`config.mk`:
```
export PLATFORM = sky130hd
export DESIGN_NAME = kb_scan_decoder
export DESIGN_NICKNAME = d
export VERILOG_FILES = /design/src/rtl/kb_scan_decoder.sv
export SDC_FILE = /design/constraint.sdc
export NUM_CORES = 1
export LEC_CHECK = 0
export BUFFER_PORTS_ARGS = -buffer_cell sky130_fd_sc_hd__buf_2
export CORE_MARGIN = 3
export CORE_UTILIZATION = 45
export DETAILED_ROUTE_END_ITERATION = 7
export GPL_ROUTABILITY_DRIVEN = 1
export PLACE_DENSITY = 0.63
export SLEW_MARGIN = 20
export SYNTH_ARGS = -nofsm -noshare
export SYNTH_HDL_FRONTEND = slang
export SYNTH_SLANG_ARGS = --single-unit
export TNS_END_PERCENT = 20
```
`constraint.sdc`:
```
create_clock -name clk -period 4.2 [get_ports clk]
set_clock_uncertainty 0.05 [all_clocks]
set_input_delay 1.26 -clock clk [delete_from_list [all_inputs] [get_ports clk]]
set_output_delay 1.26 -clock clk [all_outputs]
set_load 0.05 [all_outputs]
```
`src/rtl/kb_scan_decoder.sv`:
```
// PS/2 scan-code decoder: tracks shift/caps state from make/break bytes and
// queues ordinary make codes with their letter case in a small FWFT FIFO.
module kb_scan_decoder #(
  parameter int unsigned W_SIZE = 2
) (
  input  logic       clk,
  input  logic       reset,
  input  logic       rx_done_tick,
  input  logic [7:0] rx_data,
  input  logic       rd_key,
  output logic       key_empty,
  output logic [7:0] scan_code,
  output logic       letter_case,
  output logic       caps_lock,
  output logic       overflow_tick
);

  localparam int unsigned DEPTH = 1 << W_SIZE;
  localparam int unsigned PW    = W_SIZE + 1;

  typedef enum logic [1:0] {
    IDLE    = 2'd0,
    BRK     = 2'd1,
    EXT     = 2'd2,
    EXT_BRK = 2'd3
  } state_t;

  typedef struct packed {
    logic       letter_case;
    logic [7:0] code;
  } key_entry_t;

  state_t          state_q, state_d;
  logic            lshift_q, lshift_d;
  logic            rshift_q, rshift_d;
  logic            caps_held_q, caps_held_d;
  logic            caps_lock_q, caps_lock_d;
  logic            overflow_q, overflow_d;
  logic            key_empty_q, key_empty_d;
  key_entry_t      head_q, head_d;
  logic [PW-1:0]   wr_ptr_q, wr_ptr_d;
  logic [PW-1:0]   rd_ptr_q, rd_ptr_d;
  key_entry_t      mem_q [DEPTH];
  key_entry_t      mem_d [DEPTH];

  logic            push_req;
  key_entry_t      push_entry;
  logic            full;
  logic            pop;
  logic            push;

  // Byte-level decoder: prefix tracking, modifier state and push requests
  always_comb begin
    state_d     = state_q;
    lshift_d    = lshift_q;
    rshift_d    = rshift_q;
    caps_held_d = caps_held_q;
    caps_lock_d = caps_lock_q;
    push_req    = 1'b0;
    // Case is taken from the state before this byte's own update
    push_entry.letter_case = (lshift_q | rshift_q) ^ caps_lock_q;
    push_entry.code        = rx_data;

    if (rx_done_tick) begin
      unique case (state_q)
        IDLE: begin
          case (rx_data)
            8'hF0: state_d  = BRK;
            8'hE0: state_d  = EXT;
            8'h12: lshift_d = 1'b1;
            8'h59: rshift_d = 1'b1;
            8'h58: begin
              // Held caps key repeats must not keep toggling
              if (!caps_held_q) begin
                caps_lock_d = ~caps_lock_q;
                caps_held_d = 1'b1;
              end
            end
            8'hAA, 8'hFA, 8'hEE, 8'hFE, 8'h00, 8'hFF: ;
            default: push_req = 1'b1;
          endcase
        end
        BRK: begin
          case (rx_data)
            8'h12:   lshift_d    = 1'b0;
            8'h59:   rshift_d    = 1'b0;
            8'h58:   caps_held_d = 1'b0;
            default: ;
          endcase
          state_d = IDLE;
        end
        EXT: begin
          // Extended keys (incl. fake shifts) are swallowed entirely
          state_d = (rx_data == 8'hF0) ? EXT_BRK : IDLE;
        end
        EXT_BRK: state_d = IDLE;
        default: state_d = IDLE;
      endcase
    end
  end

  // FIFO control: one-slot-extra pointers, next-head precompute for FWFT
  always_comb begin
    mem_d      = mem_q;
    full       = (wr_ptr_q[W_SIZE] != rd_ptr_q[W_SIZE]) &&
                 (wr_ptr_q[W_SIZE-1:0] == rd_ptr_q[W_SIZE-1:0]);
    pop        = rd_key & ~key_empty_q;
    push       = push_req & (~full | pop);
    overflow_d = push_req & full & ~pop;
    wr_ptr_d   = wr_ptr_q + PW'(push);
    rd_ptr_d   = rd_ptr_q + PW'(pop);
    if (push) begin
      mem_d[wr_ptr_q[W_SIZE-1:0]] = push_entry;
    end
    key_empty_d = (wr_ptr_d == rd_ptr_d);
    head_d      = key_empty_d ? '0 : mem_d[rd_ptr_d[W_SIZE-1:0]];
  end

  // State registers
  always_ff @(posedge clk or posedge reset) begin
    if (reset) begin
      state_q     <= IDLE;
      lshift_q    <= 1'b0;
      rshift_q    <= 1'b0;
      caps_held_q <= 1'b0;
      caps_lock_q <= 1'b0;
      overflow_q  <= 1'b0;
      key_empty_q <= 1'b1;
      head_q      <= '0;
      wr_ptr_q    <= '0;
      rd_ptr_q    <= '0;
      for (int i = 0; i < int'(DEPTH); i++) begin
        mem_q[i] <= '0;
      end
    end else begin
      state_q     <= state_d;
      lshift_q    <= lshift_d;
      rshift_q    <= rshift_d;
      caps_held_q <= caps_held_d;
      caps_lock_q <= caps_lock_d;
      overflow_q  <= overflow_d;
      key_empty_q <= key_empty_d;
      head_q      <= head_d;
      wr_ptr_q    <= wr_ptr_d;
      rd_ptr_q    <= rd_ptr_d;
      mem_q       <= mem_d;
    end
  end

  assign key_empty     = key_empty_q;
  assign scan_code     = head_q.code;
  assign letter_case   = head_q.letter_case;
  assign caps_lock     = caps_lock_q;
  assign overflow_tick = overflow_q;

endmodule

```
* Yosys cells after proc, flatten, opt, wreduce, memory -nomap -nowiden
Index checks and enable logic that the tools add are counted.
** Operators by class
- Add/sub/neg operators :: 2
- Order comparisons :: 3
- Eq/ne operators :: 23
- Muxes and demuxes :: 23
- Bitwise gates (word level) :: 14
- Reduce and logical (&&, ||, !) cells :: 12
** Operators by type and width (number)
- 8-bit == test (second input constant) :: 7
- 36-bit bitwise mux :: 1
- 36-bit 2-to-1 mux :: 1
- 9-bit 2-to-1 mux :: 4
- 9-bit binary-select mux with 2-bit select :: 1
- 9-bit demux with 2-bit select :: 1
- 8-bit by 7-bit == test with 1-bit output (second input constant) :: 2
- 4-bit AND reduction :: 4
- 11-bit OR reduction :: 1
- 1-bit 2-to-1 mux :: 9
- 8-bit by 5-bit == test with 1-bit output (second input constant) :: 1
- 8-bit logical NOT :: 1
- 2-bit inequality test (second input constant) :: 4
- 3-bit by 1-bit adder with 3-bit output :: 2
- 3-bit greater-or-equal comparator (second input constant) :: 2
- 2-bit NOT with 3-bit output :: 2
- 1-bit case mux with 2 select lines :: 3
- 2-bit case mux with 3 select lines :: 1
- 1-bit NOT :: 5
- 1-bit bitwise AND :: 4
- 2-bit == test (second input constant) :: 2
- 2-bit by 1-bit inequality test with 1-bit output (second input constant) :: 2
- 2-bit case mux with 2 select lines :: 1
- 3-bit == test :: 1
- 13 further kinds :: 15
** Word-level totals
- Register bits after elaboration :: 59
- Bits of input ports :: 12
- Output and inout bits :: 12
- Logic and storage cells :: 96

* Logic depth before layout (Yosys ltp)
- Depth after elaboration :: 11
- Mapped depth :: 14
- Mapped depth without buffers :: 12

* Worst setup path before layout
OpenSTA, ideal clock, no wires.
- Kind :: input -> register
- From :: input rx_data[4]
- To :: register head_q (netlist bit letter_case)
- Library setup time :: 0.135 ns
- Arrival :: 3.819 ns
- Required time :: 4.015 ns
- Path slack :: 0.196 ns
- Stages :: 11
- Buffers on the path :: 0
- Cells stage by stage :: or4_1 o211a_1 o211ai_4 nor2_1 ha_1 ha_1 xor2_1 xor2_1 nor3_1 a211o_1 a211oi_2
** RTL lines
- start: declaration :: line 9 : input logic [7:0] rx_data,
- end signal: assignment :: line 129 : head_q <= '0;
- end signal: assignment :: line 143 : head_q <= head_d;
- end: declaration :: line 40 : key_entry_t head_q, head_d;

==> summary by stage <==
Layout
The final cell count without fillers is about 400. The repair_antennas step left the layout with diodes totalling 0. The signed area change from the synthesized netlist to the final layout is 10.9%. The number of nets in the final layout is approximately 330. The ratio of cells with drive above 1 in the final layout is 0.252.

Clocking
The clock sink count is slightly below 60. The clock transition at the registers of the reported paths is approximately 0.060 ns. The number of post-CTS setup repair buffers is 0. Buffers inserted to repair hold after CTS numbered 0.

The number of buffers on the longest clock path is 2. The worst-skew pair later-pin latency is 0.33 ns. Buffers inserted during clock tree synthesis total 9. The CTS tree is done.

Gates resized during post-CTS repair numbered 0. The root buffer cell chosen for the clock tree is sky130_fd_sc_hd__clkbuf_8. The number of H-tree levels is 3.

Logic synthesis
Of the post-synthesis cell area, the dominant cell type holds 0.463. The Yosys step of the flow raised 0 warnings. Counting instances in the post-synthesis netlist gives the leading cell types as 58 x sky130_fd_sc_hd__dfrtp_1, 33 x sky130_fd_sc_hd__nand2_1, 17 x sky130_fd_sc_hd__mux2_2.

For this run, the leading register cell type out of synthesis is sky130_fd_sc_hd__dfrtp_1. The average instance in the mapped netlist occupies between 10 and 15 sq um. The count of different cell masters after synthesis is between 50 and 60. The number of flops mapped to enable cells by yosys is 0. Synthesis produced a netlist with a net count of about 310. After synthesis, the share of flip-flops with an asynchronous set or reset is 1.00. After synthesis, the cell types taking the most area are sky130_fd_sc_hd__dfrtp_1 46%, sky130_fd_sc_hd__mux2_2 6.1%, sky130_fd_sc_hd__nand2_1 4.0%, sky130_fd_sc_hd__mux2_1 2.9%, sky130_fd_sc_hd__xor2_1 2.2%. The cell count after synthesis is 290. The synthesized design contains 59 register bits.

The cell taking the most area after synthesis is sky130_fd_sc_hd__dfrtp_1. The share of the Yosys chip area taken by registers is 0.471. In the post-synthesis netlist, the cell with the most instances is sky130_fd_sc_hd__dfrtp_1. The area of the mapped netlist is ~3100 sq um.

Critical path
In this run the worst setup path begins at rd_key. In this run the register-to-register setup slack is approximately 0.90 ns. The critical path ends at scan_code[7]$_DFF_PP0_.

Counting cells, the worst reg-to-reg path comes to 12. The worst endpoint data arrival time is around 3.8 ns. STA classifies the critical path startpoint as an input pin. The end of the worst register-to-register path is scan_code[7]$_DFF_PP0_. Of all nets on the critical path, the largest fanout is 6. The worst setup path is of the in -> reg kind.

STA classifies the critical path endpoint as a flip-flop. At the worst endpoint, the required time is 4.40 ns. The reg-to-reg startpoint is wr_ptr_q[1]$_DFF_PP0_.

Floorplan
The starting density of the core is 0.480. The die area is 8010 sq um. The initialized floorplan defines 29 standard-cell rows. From bottom edge to top edge, the die measures 89.5 um. The number of primary I/O pins is 24. The die is 89.5 um wide. The core region is ~6500 sq um.

Timing
Summed over all failing endpoints, the final setup total negative slack is 0 ns. The count of endpoints failing hold in the final timing report was 0. The number of pins with negative max-slew slack in the final report is 0. Setup slack closes at 0.568 ns.

The final critical-path required period is around 3.6 ns. The ratio of final minimum period to clock period is 0.865. Setup repair after global routing left no endpoint under its margin. The setup-violating endpoint count in the final report is 0. Derived from the worst setup path, the maximum achievable clock frequency is ~280 MHz. In this run the tightest slew margin relative to its limit is 0.460.

For the pin with the worst max-slew slack, the measured transition is 0.804 ns.

Detailed routing
The detail-routed net length per standard cell is roughly 18 um. The number of design-rule violations left by the first detailed-router iteration is roughly 240. The first TritonRoute pass finished after 5 iterations. The via-per-instance ratio is ~5.9.

The routed design has 7310 um of wire. The number of design rule violations left after detail routing is 0. Across all layers, the routed design uses between 2000 and 2500 vias.

The number of nets with antenna violations after detailed routing is 0.

GRT
The overall fraction of global-route tracks in use is 0.203. The first-pass GRT wire length is between 10000 and 15000 um. Summed over all layers, the global routing overflow is 0.

The pin count of the biggest net entering global routing is 40. The number of antenna violations at the first check in global routing was 0. The number of global-route vias before repair is between 2000 and 2500.

Power
In this run the power density over the cells is around 860 nW/um^2. IR analysis of the VDD net gives a maximum drop of around 0.27 mV. Summed over all cells, the static leakage comes to between 0.0015 and 0.002 uW.

Run status
The run finished with clean final reports.

Min path
The path class of the tightest hold or removal check is reg -> reg. The worst hold path begins at mem_q[27]$_DFF_PP0_.

Placed design
The worst slack at placement is 0.235 ns. The final HPWL from detailed placement is just over 5000 um. The number of placed instances, taps included is around 380. The number of port buffers is 23. At the end of routability-driven placement, the weighted congestion stood at ~0.9.

Flow run
The tool flagged a number of max-cap violations equal to 0.
-- placed cells by master, fill, tap and decap left out, types with 5 or more instances in the layout --
cell / instances
sky130_fd_sc_hd__inv_1: 6
sky130_fd_sc_hd__nor2_1: 11
sky130_fd_sc_hd__xor2_1: 8
sky130_fd_sc_hd__buf_4: 16
sky130_fd_sc_hd__nand2_1: 33
sky130_fd_sc_hd__a21oi_1: 8
sky130_fd_sc_hd__dfrtp_1: 58
sky130_fd_sc_hd__a32oi_1: 7
sky130_fd_sc_hd__mux2_2: 17
sky130_fd_sc_hd__mux2_1: 8
sky130_fd_sc_hd__o21ai_0: 5
sky130_fd_sc_hd__nor3_1: 6
sky130_fd_sc_hd__nor2b_1: 9
sky130_fd_sc_hd__a211oi_1: 6
sky130_fd_sc_hd__a221oi_1: 7
sky130_fd_sc_hd__clkbuf_8: 11
sky130_fd_sc_hd__nand3_1: 8
sky130_fd_sc_hd__o31ai_1: 5
sky130_fd_sc_hd__buf_2: 23
-- state kept, by name, summed over array words and instances (netlist names) --
| register | cells |
|---|---|
| overflow_tick | 1 |
| caps_held_q | 1 |
| key_empty | 1 |
| state_q | 2 |
| rshift_q | 1 |
| scan_code | 8 |
| rd_ptr_q | 3 |
| wr_ptr_q | 3 |
| letter_case | 1 |
| lshift_q | 1 |
| caps_lock | 1 |
| mem_q | 36 |
-- worst min-delay path by stage --
| stage | to | slack, ns | cells after the start |
|---|---|---|---|
| finish | mem_q[27]$_DFF_PP0_ | 0.42 | 2 |
| CTS | mem_q[27]$_DFF_PP0_ | 0.42 | 2 |
| floorplan | mem_q[30]$_DFF_PP0_ | 0.39 | 2 |
| global route | mem_q[29]$_DFF_PP0_ | 0.46 | 2 |
| detailed placement | mem_q[32]$_DFF_PP0_ | 0.41 | 2 |
| global placement | mem_q[28]$_DFF_PP0_ | 0.40 | 2 |
-- per-stage QoR --
stage / instance area [sq um] / hold WS, ns / util / total power, uW
after CTS: 3480 / 0.425 / 0.532 / 3020
final: 3480 / 0.421 / 0.532 / 3000
after floorplan: 3140 / 0.388 / - / 2180
after detailed placement: 3300 / 0.405 / 0.506 / 2550
after global placement: 3300 / 0.401 / 0.506 / 2530
after global routing: 3480 / 0.455 / 0.532 / 3230
-- kinds of logic (layout without fill, tap and decap cells) --
family	after synthesis	in the layout	share of synthesized area
simple gates	93	93	0.158
compound gates	65	65	0.167
flops	59	59	0.471
buf+inv	31	62	0.0607
mux	26	26	0.0930
xor+xnor	12	12	0.0335
fa+ha+maj	4	4	0.0160
-- routing by layer --
layer  wire (um)  GRT usage  vias to the layer above
met4         107     0.0731                        0
met2        3310      0.297                       69
met3         347     0.0544                        7
li1            -          -                     1123
met1        3550      0.288                     1138
met5           0          0                        -
-- layout make-up --
| cell class | instances | area [sq um] |
|---|---|---|
| clock buffer | 14 | 163 |
| clock inverter | 2 | 10.0 |
| fill | 590 | 3060 |
| inverter | 7 | 26.3 |
| multi-input combinational | 200 | 1470 |
| sequential | 59 | 1480 |
| tap | 77 | 96.3 |
| timing repair buffer | 39 | 235 |
-- worst max-delay path, stage by stage --
cell and delay [ns]:
sky130_fd_sc_hd__buf_2 0.09, sky130_fd_sc_hd__nor2b_1 0.13, sky130_fd_sc_hd__or4_1 0.71, sky130_fd_sc_hd__nand2_4 0.14, sky130_fd_sc_hd__nor2_1 0.07, sky130_fd_sc_hd__ha_1 0.19, sky130_fd_sc_hd__ha_1 0.18, sky130_fd_sc_hd__xor2_1 0.19
sky130_fd_sc_hd__xor2_1 0.26, sky130_fd_sc_hd__nor2_1 0.08, sky130_fd_sc_hd__a21oi_1 0.20, sky130_fd_sc_hd__o2111ai_1 0.14, sky130_fd_sc_hd__a32oi_1 0.19
-- power breakdown --
group | switching (uW) | internal [uW] | total [uW]
clock | 210 | 245 | 456
combinational | 950 | 614 | 1560
sequential | 154 | 830 | 984
No activity file was read; power rests on OpenSTA's default activity.
